### src/rtl/qual_ack_gen.sv
// qual_ack_gen: answers every enabled c&&d cycle with a=1,b=0 on the next cycle and
//   escalates persistent c/d disagreement to a held fault shown on b.
// Latency: one cycle from the inputs sampled at a posedge to the registered outputs.
// Backpressure: none. Inputs are sampled every cycle, and clr releases a held fault.
//
// Ports:
//   clk        rising-edge clock
//   rst        synchronous active-low reset
//   en         qualifier enable (masks c and d when low)
//   c, d       qualifier pair
//   clr        one-cycle pulse clearing a held FAULT
//   a, b       registered acknowledge / busy-fault outputs
//   ack_cnt    saturating count of acknowledges since reset
//   fault_seen sticky flag set on any FAULT entry
module qual_ack_gen #(
  parameter int MIS_LIMIT = 3,
  parameter int CNT_W     = 8
) (
  input  logic             clk,
  input  logic             rst,
  input  logic             en,
  input  logic             c,
  input  logic             d,
  input  logic             clr,
  output logic             a,
  output logic             b,
  output logic [CNT_W-1:0] ack_cnt,
  output logic             fault_seen
);

  typedef enum logic [1:0] {
    S_IDLE  = 2'd0,
    S_ACK   = 2'd1,
    S_FAULT = 2'd2
  } state_t;

  // Terminal value of the mismatch run. The next mismatch at this value trips FAULT.
  localparam logic [7:0] LP_MIS_MAX = 8'(MIS_LIMIT - 1);

  state_t           r_state;
  state_t           w_next;
  logic [7:0]       r_mis_run;
  logic [7:0]       w_mis_run_nxt;
  logic [CNT_W-1:0] r_ack_cnt;
  logic             r_fault_seen;

  logic w_qual;
  logic w_mis;
  logic w_fault_trig;

  assign w_qual       = en & c & d;
  assign w_mis        = en & (c ^ d);
  assign w_fault_trig = w_mis && (r_mis_run == LP_MIS_MAX);

  // A qualified cycle wins over everything, including a held fault and a clr.
  // A fresh trigger wins over clr.
  always_comb begin
    w_next = S_IDLE;
    if (w_qual) begin
      w_next = S_ACK;
    end else if (w_fault_trig) begin
      w_next = S_FAULT;
    end else if ((r_state == S_FAULT) && !clr) begin
      w_next = S_FAULT;
    end
  end

  // The run restarts whenever the qualifiers agree or are masked, and on FAULT entry,
  // so that a held fault does not depend on continued mismatch.
  always_comb begin
    w_mis_run_nxt = r_mis_run;
    if (!w_mis || w_fault_trig) begin
      w_mis_run_nxt = 8'd0;
    end else if (r_mis_run != LP_MIS_MAX) begin
      w_mis_run_nxt = r_mis_run + 8'd1;
    end
  end

  always_ff @(posedge clk) begin
    if (!rst) begin
      r_state      <= S_IDLE;
      r_mis_run    <= 8'd0;
      r_ack_cnt    <= '0;
      r_fault_seen <= 1'b0;
    end else begin
      r_state   <= w_next;
      r_mis_run <= w_mis_run_nxt;
      if (w_qual && (r_ack_cnt != {CNT_W{1'b1}})) begin
        r_ack_cnt <= r_ack_cnt + 1'b1;
      end
      if (w_fault_trig) begin
        r_fault_seen <= 1'b1;
      end
    end
  end

  // The outputs are decoded only from registered state, so no input reaches them combinationally.
  assign a          = (r_state == S_ACK);
  assign b          = (r_state == S_FAULT);
  assign ack_cnt    = r_ack_cnt;
  assign fault_seen = r_fault_seen;

endmodule

### config.mk
export PLATFORM = sky130hd
export DESIGN_NAME = qual_ack_gen
export DESIGN_NICKNAME = d
export VERILOG_FILES = /design/src/rtl/qual_ack_gen.sv
export SDC_FILE = /design/constraint.sdc
export NUM_CORES = 1
export LEC_CHECK = 0
export ABC_AREA = 0
export CAP_MARGIN = 20
export CORE_MARGIN = 5
export CORE_UTILIZATION = 64
export CTS_CLUSTER_SIZE = 8
export DETAILED_ROUTE_END_ITERATION = 8
export DONT_BUFFER_PORTS = 1
export MAX_ROUTING_LAYER = met4
export PLACE_DENSITY = 0.78
export SLEW_MARGIN = 10
export SYNTH_ARGS = -nofsm -noshare
export SYNTH_HDL_FRONTEND = slang
export SYNTH_SLANG_ARGS = --single-unit
### constraint.sdc
create_clock -name clk -period 3.2 [get_ports clk]
set_clock_uncertainty 0.1 [all_clocks]
set_input_delay 0.64 -clock clk [delete_from_list [all_inputs] [get_ports clk]]
set_output_delay 0.64 -clock clk [all_outputs]
set_load 0.005 [all_outputs]
# [Word level (Yosys, flattened, before mapping)]
# Index checks and enable logic that the tools add are counted.
[word_totals] regBits=19 in_bits=6 output_inout_bits=11 word_cells=28
[classes] n_addsub=2 n_eq_ne=5 n_mux=3 bitwise=5 n_reduce_logical=8
[op_table] operator="$add A8 B1 Y8 const B" count=2
[op_table] operator="$eq A8 B2 Y1 const B" count=1
[op_table] operator="$ne A8 B2 Y1 const B" count=1
[op_table] operator="$ne A8 B8 Y1 const B" count=1
[op_table] operator="$mux W2" count=2
[op_table] operator="$reduce_or A2 Y1" count=2
[op_table] operator="$and A1 B1 Y1" count=3
[op_table] operator="$logic_and A1 B1 Y1" count=3
[op_table] operator="$eq A2 B1 Y1 const B" count=1
[op_table] operator="$eq A2 B2 Y1 const B" count=1
[op_table] operator="$logic_not A1 Y1" count=2
[op_table] operator="$logic_or A1 B1 Y1" count=1
[op_table] operator="$mux W1" count=1
[op_table] operator="$not A1 Y1" count=1
[op_table] operator="$xor A1 B1 Y1" count=1

# [Longest topological paths before layout]
# Gate-level depths: netlist of the first run.
[depth] word_depth=5 depth_mapped=5 ltp_nobuf=5

# [Least setup slack after synthesis of the first run]
# No wires, ideal clock.
[synth_timing] path_type="in2reg" start="in en" end="reg r_ack_cnt[7] (netlist: ack_cnt[7])" setup_ps=122 arrival_time_ps=1324 setup_slack_ps=1654 cell_stages=3 path_buffers=0 cell_sequence="nand4_1 -> or2_2 -> o311a_1"
[synth_between] elab_chain_cells=3
[synth_lines] item="from (decl)" line="21" source="input logic en,"
[synth_lines] item="$and A1 B1 Y1 (2 in series)" line="51" source="assign w_qual = en & c & d;"
[synth_lines] item="$logic_and A1 B1 Y1" line="88" source="if (w_qual && (r_ack_cnt != {CNT_W{1'b1}})) begin"
[synth_lines] item="to (signal assigned)" line="89" source="r_ack_cnt <= r_ack_cnt + 1'b1;"
[synth_lines] item="to (decl)" line="44" source="logic [CNT_W-1:0] r_ack_cnt;"
# Every way passes these cells.
# A chain may end at the register's enable or synchronous reset.

# [Worst setup path after layout of the first run]
[layout_timing] start="reg r_mis_run[0]" end="reg r_fault_seen (netlist: fault_seen)"
[layout_between] elab_chain_cells=2
[layout_lines] item="from (decl)" line="42" source="logic [7:0] r_mis_run;"
[layout_lines] item="from (signal assigned)" line="87" source="r_mis_run <= w_mis_run_nxt;"
[layout_lines] item="$eq A8 B2 Y1" line="53" source="assign w_fault_trig = w_mis && (r_mis_run == LP_MIS_MAX);"
[layout_lines] item="$logic_and A1 B1 Y1" line="53"
[layout_lines] item="to (signal assigned)" line="84" source="r_fault_seen <= 1'b0;"
[layout_lines] item="to (signal assigned)" line="92" source="r_fault_seen <= 1'b1;"
[layout_lines] item="to (decl)" line="45" source="logic r_fault_seen;"
# Every way passes these cells.

==> results of run 1 <==
==> logic make-up after synthesis <==
| kind of cell | after synthesis | synth area share |
|---|---|---|
| compound gates | 22 | 0.180 |
| xor+xnor | 4 | 0.0379 |
| fa+ha+maj | 3 | 0.0406 |
| buf+inv | 9 | 0.0365 |
| flops | 19 | 0.411 |
| mux | 3 | 0.0325 |
| simple gates | 43 | 0.261 |
==> worst register-to-register path: stages, from the launching register on <==
cell and delay, ps:
dfxtp_1 370, inv_1 70, ha_1 130, or4b_1 450
nand4bb_1 250, a21boi_1 180
==> registers in the layout, indices dropped and copies added, names as in the netlist <==
signal and flops:
r_mis_run 8, ack_cnt 8, r_state 2, fault_seen 1
==> final timing paths <==
path / start / endpoint / slack (ps) / depth (start not counted)
worst max-delay path: r_mis_run[0]$_SDFFE_PP0N_ / fault_seen$_SDFFE_PN0P_ / 1600 / 5
worst min-delay path: rst / r_state[1]$_SDFF_PP0_ / 350 / 2
worst max register to register: r_mis_run[0]$_SDFFE_PP0N_ / fault_seen$_SDFFE_PN0P_ / 1600 / 5
worst min register to register: fault_seen$_SDFFE_PN0P_ / fault_seen$_SDFFE_PN0P_ / 390 / 2
==> layer usage <==
metal,up-vias,part of all wire,global-route usage
li1,391,-,-
met1,340,0.47,0.263
met3,5,0.10,0.0677
met4,0,0.025,0.113
met2,33,0.40,0.251
met5,-,0,-
==> power breakdown <==
group / internal, W / switching [W] / leakage (nW)
combinational: 0.00000553 / 0.00000684 / 0.150
sequential: 0.000239 / 0.00000280 / 0.153
clock: 0.0000485 / 0.0000694 / 0.0150
total: 0.000293 / 0.0000790 / 0.319
==> layout make-up <==
class                           count  area share
Clock buffer                        4      0.0272
Inverter                            8      0.0311
Multi-Input combinational cell     75       0.528
Sequential cell                    19       0.394
Tap cell                           15      0.0194
==> cells in the final DEF (no fill, tap or decap), drive strengths merged, types with 4 or more instances in the layout <==
master,n
clkbuf,4
a211oi,5
o21ai,4
nor3,4
nand3,7
dfxtp,19
nand4,4
nand2,9
inv,8
==> per-stage QoR <==
step | util | cells | hold WS (ps)
finish | 0.724 | 121 | 354
floorplan | - | 103 | 341
CTS | 0.724 | 121 | 353
global placement | 0.705 | 117 | 355
detailed placement | 0.705 | 117 | 384
global route | 0.724 | 121 | 349
==> out/qor.yml, run 1 <==
clock_network:
  htreeDepth: 1
  cts_inserted_buffers: 3
  hold_buffers: 0
  cts_tree: "yes"
  clock-sinks: 19
  clk_latency_ps: 290
  root_buffer: "clkbuf_4"
  clk_pin_slew_ps: 100
  cts_max_path_buffers: 2
  post_cts_resized: 0
  post_cts_buffers: 0
timing:
  final-setup-viol-count: 0
  fmax_mhz: 624
  finalCriticalPeriod_ps: 1600
  finalHoldViolCount: 0
  min_period_over_period: 0.500
  slew_viol_final: 0
  setup_slack_ps: 1600
  worstMarginPinSlew_ps: 387
  fin_setup_tns_ps: 0
  rsz0062_at_grt: "false"
  max_slew_margin: 0.735
synth:
  yosysTopAreaCell: "dfxtp_1"
  synth-edff-count: 0
  yosys.area.top_type_share: 0.411
  synth_common_cells: "dfxtp_1 (19), nand2_1 (9), inv_1 (8)"
  yosysWarnings: 0
  ys_seq_area_frac: 0.411
  syn-num-nets: 112
  yosys_most_used_dff: "dfxtp_1"
  synthCells: 103
  synth_area_per_cell_um2: 8.98
  ys_seq_elements: 19
  synth.area.top_cells: "dfxtp_1 (41%), a211oi_1 (4.1%), ha_1 (4.1%)"
  ys_async_sr_fraction: 0
  synth.distinct_cells: 34
  netlist_area_um2: 925
  yosysMostFrequentCell: "dfxtp_1"
placement:
  pre_cts_ws_ps: 1600
  io_buffers: 0
  placed_area_um2: 940
  gp_congestion: 0.873
  dpl.hpwl_um: 1370
layout:
  seq_area_um2: 380
  fillers: 110
  syn_to_final_growth_pct: 4.47
  drive_above_1_share: 0.0566
  diodes: 0
  layout.nets: 116
  multiInputGateArea_um2: 510
  final_area_um2: 966
routing:
  routed_wl_um: 1770
  remaining_drc_errors: 0
  drtPass1Iterations: 4
  vias: 769
  wl_per_cell_um: 14.7
  vias_per_cell: 6.36
  drt_iter0_markers: 19
  drtAntennaViolNets: 0
setup_path:
  cp_data_arrival_time_ps: 1730
  critical_path.top_delay_family: "simple AND/OR/NAND/NOR gates"
  crit_path_max_incr_delay_ps: 450
  worst_setup_path_start_kind: "register"
  worstSetupEndpointType: "register"
  required_ps: 3330
  crit_type: "register to register"
  cp_slowest_cell: "or4b_1"
  worst-path-buf-inv: 1
  crit_chain: "inv_1 -> ha_1 -> or4b_1 -> nand4bb_1 -> a21boi_1"
  path_max_fanout: 6
die:
  num_rows: 13
  io_pins: 17
  core_area_um2: 1330
  die_area_um2: 2300
  die_h_um: 48.0
  initial_utilization: 0.693
  dieWidth_um: 48.0
min_path:
  hp-class: "primary input to register"
grt:
  grt_usage: 0.197
  grt_pass1_wl_um: 2990
  grt_max_degree: 14
  grt_overflow_total: 0
  antenna_found_initial: 0
  grt_pass1_vias: 658
power:
  powerDensity_nw_per_um2: 385
  p_leak_nw: 0.319
  vdd_drop_max_mv: 0.226
  p_total_w: 0.000372
job:
  max-cap-violations: 0
run_status:
  outcome: "complete, no violations"
Power figures use the tool's default switching activity.
==> run 2, diff against run 1 <==
Settings changed: CORE_UTILIZATION 64 to 59, PLACE_DENSITY 0.78 to 0.73.
Clock period 3.2 ns to 1.7 ns, I/O delays scaled along.
==> run 2 against run 1 <==
Register-to-register slack lost 1500 ps. First-iteration DRC count grew 58%. Wire length grew 5.8%.
==> out/qor.yml, run 2 (same netlist as run 1, synthesis figures left out) <==
run_status:
  outcome: "complete, no violations"
min_path:
  min_to: "r_state[1]$_SDFF_PP0_"
  hp-class: "primary input to register"
  min_path_cells: 2
  min-delay-start: "rst"
power:
  vdd_drop_max_mv: 0.405
  p_total_w: 0.000706
  powerDensity_nw_per_um2: 703
  p_leak_nw: 0.338
routing:
  drtPass1Iterations: 5
  remaining_drc_errors: 0
  vias: 813
  drt_iter0_markers: 30
  routed_wl_um: 1880
  drtAntennaViolNets: 0
  vias_per_cell: 6.50
  wl_per_cell_um: 15.0
setup_path:
  required_ps: 1770
  crit_type: "register to register"
  reg2reg_depth: 5
  worst_setup_path_start_kind: "register"
  rrSetupSlack_ps: 80
  r2r-start: "r_mis_run[0]$_SDFFE_PP0N_"
  worstSetupEndpointType: "register"
  path_max_fanout: 6
  cp_data_arrival_time_ps: 1690
  r2r-end: "r_mis_run[5]$_SDFFE_PP0N_"
placement:
  io_buffers: 0
  dp.cells: 121
  dpl.hpwl_um: 1380
  pre_cts_ws_ps: 93.2
  gp_congestion: 0.756
clock_network:
  post_cts_resized: 0
  cts_inserted_buffers: 3
  clock-sinks: 19
  cts_tree: "yes"
  hold_buffers: 0
  cts_max_path_buffers: 2
  clk_pin_slew_ps: 100
  post_cts_buffers: 0
  htreeDepth: 1
  root_buffer: "clkbuf_4"
  clk_latency_ps: 290
layout:
  syn_to_final_growth_pct: 8.52
  layout_commonest_cell: "dfxtp_1"
  final_cells: 125
  fillers: 129
  diodes: 0
  drive_above_1_share: 0.0917
  final_cell_mix: "dfxtp_1 (19), nand2_1 (9), inv_1 (8), nand3_1 (7), a211oi_1 (5)"
  layout.nets: 119
grt:
  grt_usage: 0.164
  grt_pass1_vias: 734
  grt_overflow_total: 0
  antenna_found_initial: 0
  grt_max_degree: 14
  grt_pass1_wl_um: 3170
die:
  io_pins: 17
  initial_utilization: 0.621
  dieWidth_um: 49.6
  die_area_um2: 2460
  num_rows: 14
  core_area_um2: 1490
  die_h_um: 49.6
timing:
  fin_setup_tns_ps: 0
  min_period_over_period: 0.950
  max_slew_margin: 0.738
  finalHoldViolCount: 0
  setup_slack_ps: 84.4
  rsz0062_at_grt: "false"
  worstMarginPinSlew_ps: 384
  fmax_mhz: 619
  final-setup-viol-count: 0
  finalCriticalPeriod_ps: 1620
  slew_viol_final: 0
job:
  max-cap-violations: 0
## run 2: cell count changes in the layout (fill, tap and decap cells not counted), sizes merged
| cell | before | now |
|---|---|---|
| clkbuf | 4 | 3 |
| buf | 0 | 3 |
| clkinv | 0 | 1 |
## run 2: how the worst max path moves through the flow
stage / end / cells after the start / from
floorplan: ack_cnt[3]$_SDFFE_PN0P_ / 4 / ack_cnt[0]$_SDFFE_PN0P_
global placement: ack_cnt[3]$_SDFFE_PN0P_ / 4 / ack_cnt[1]$_SDFFE_PN0P_
detailed placement: ack_cnt[3]$_SDFFE_PN0P_ / 4 / ack_cnt[1]$_SDFFE_PN0P_
CTS: ack_cnt[3]$_SDFFE_PN0P_ / 4 / ack_cnt[1]$_SDFFE_PN0P_
global route: ack_cnt[3]$_SDFFE_PN0P_ / 4 / ack_cnt[1]$_SDFFE_PN0P_
finish: r_mis_run[5]$_SDFFE_PP0N_ / 5 / r_mis_run[0]$_SDFFE_PP0N_
## run 2: final cells by class
type | count | area [um^2] | share of cell area
Timing Repair Buffer | 3 | 22.5 | 0.0224
Sequential cell | 19 | 380 | 0.379
Tap cell | 16 | 20.0 | 0.0200
Multi-Input combinational cell | 75 | 523 | 0.521
Clock inverter | 1 | 5.00 | 0.00499
Inverter | 8 | 30.0 | 0.0299
Clock buffer | 3 | 22.5 | 0.0224
## run 2: worst max-delay path, cell delays in order (launching register included)
cell,delay [ps]
dfxtp_1,380
inv_1,80
ha_1,130
or4b_1,430
and2b_2,300
a211oi_1,70
## run 2: power breakdown
part / switching [W] / internal (W)
logic: 0.0000158 / 0.0000124
clock network: 0.000137 / 0.0000875
registers: 0.00000402 / 0.000449
## run 2: stage by stage
| stage | util | area, um^2 | hold WS, ps |
|---|---|---|---|
| 6_report | 0.674 | 1000 | 60.1 |
| 5_1_grt | 0.674 | 1000 | 44.9 |
| 2_1_floorplan | - | 925 | 341 |
| 3_3_place_gp | 0.647 | 963 | 357 |
| 3_5_place_dp | 0.647 | 963 | 369 |
| 4_1_cts | 0.666 | 991 | 55.6 |
## run 2: metal layers
layer | vias to the layer above | GRT usage | wire, um
met5 | - | - | 0
met4 | 0 | 0.0611 | 19
met3 | 4 | 0.0482 | 193
met2 | 36 | 0.229 | 808
met1 | 380 | 0.222 | 854
li1 | 393 | - | -
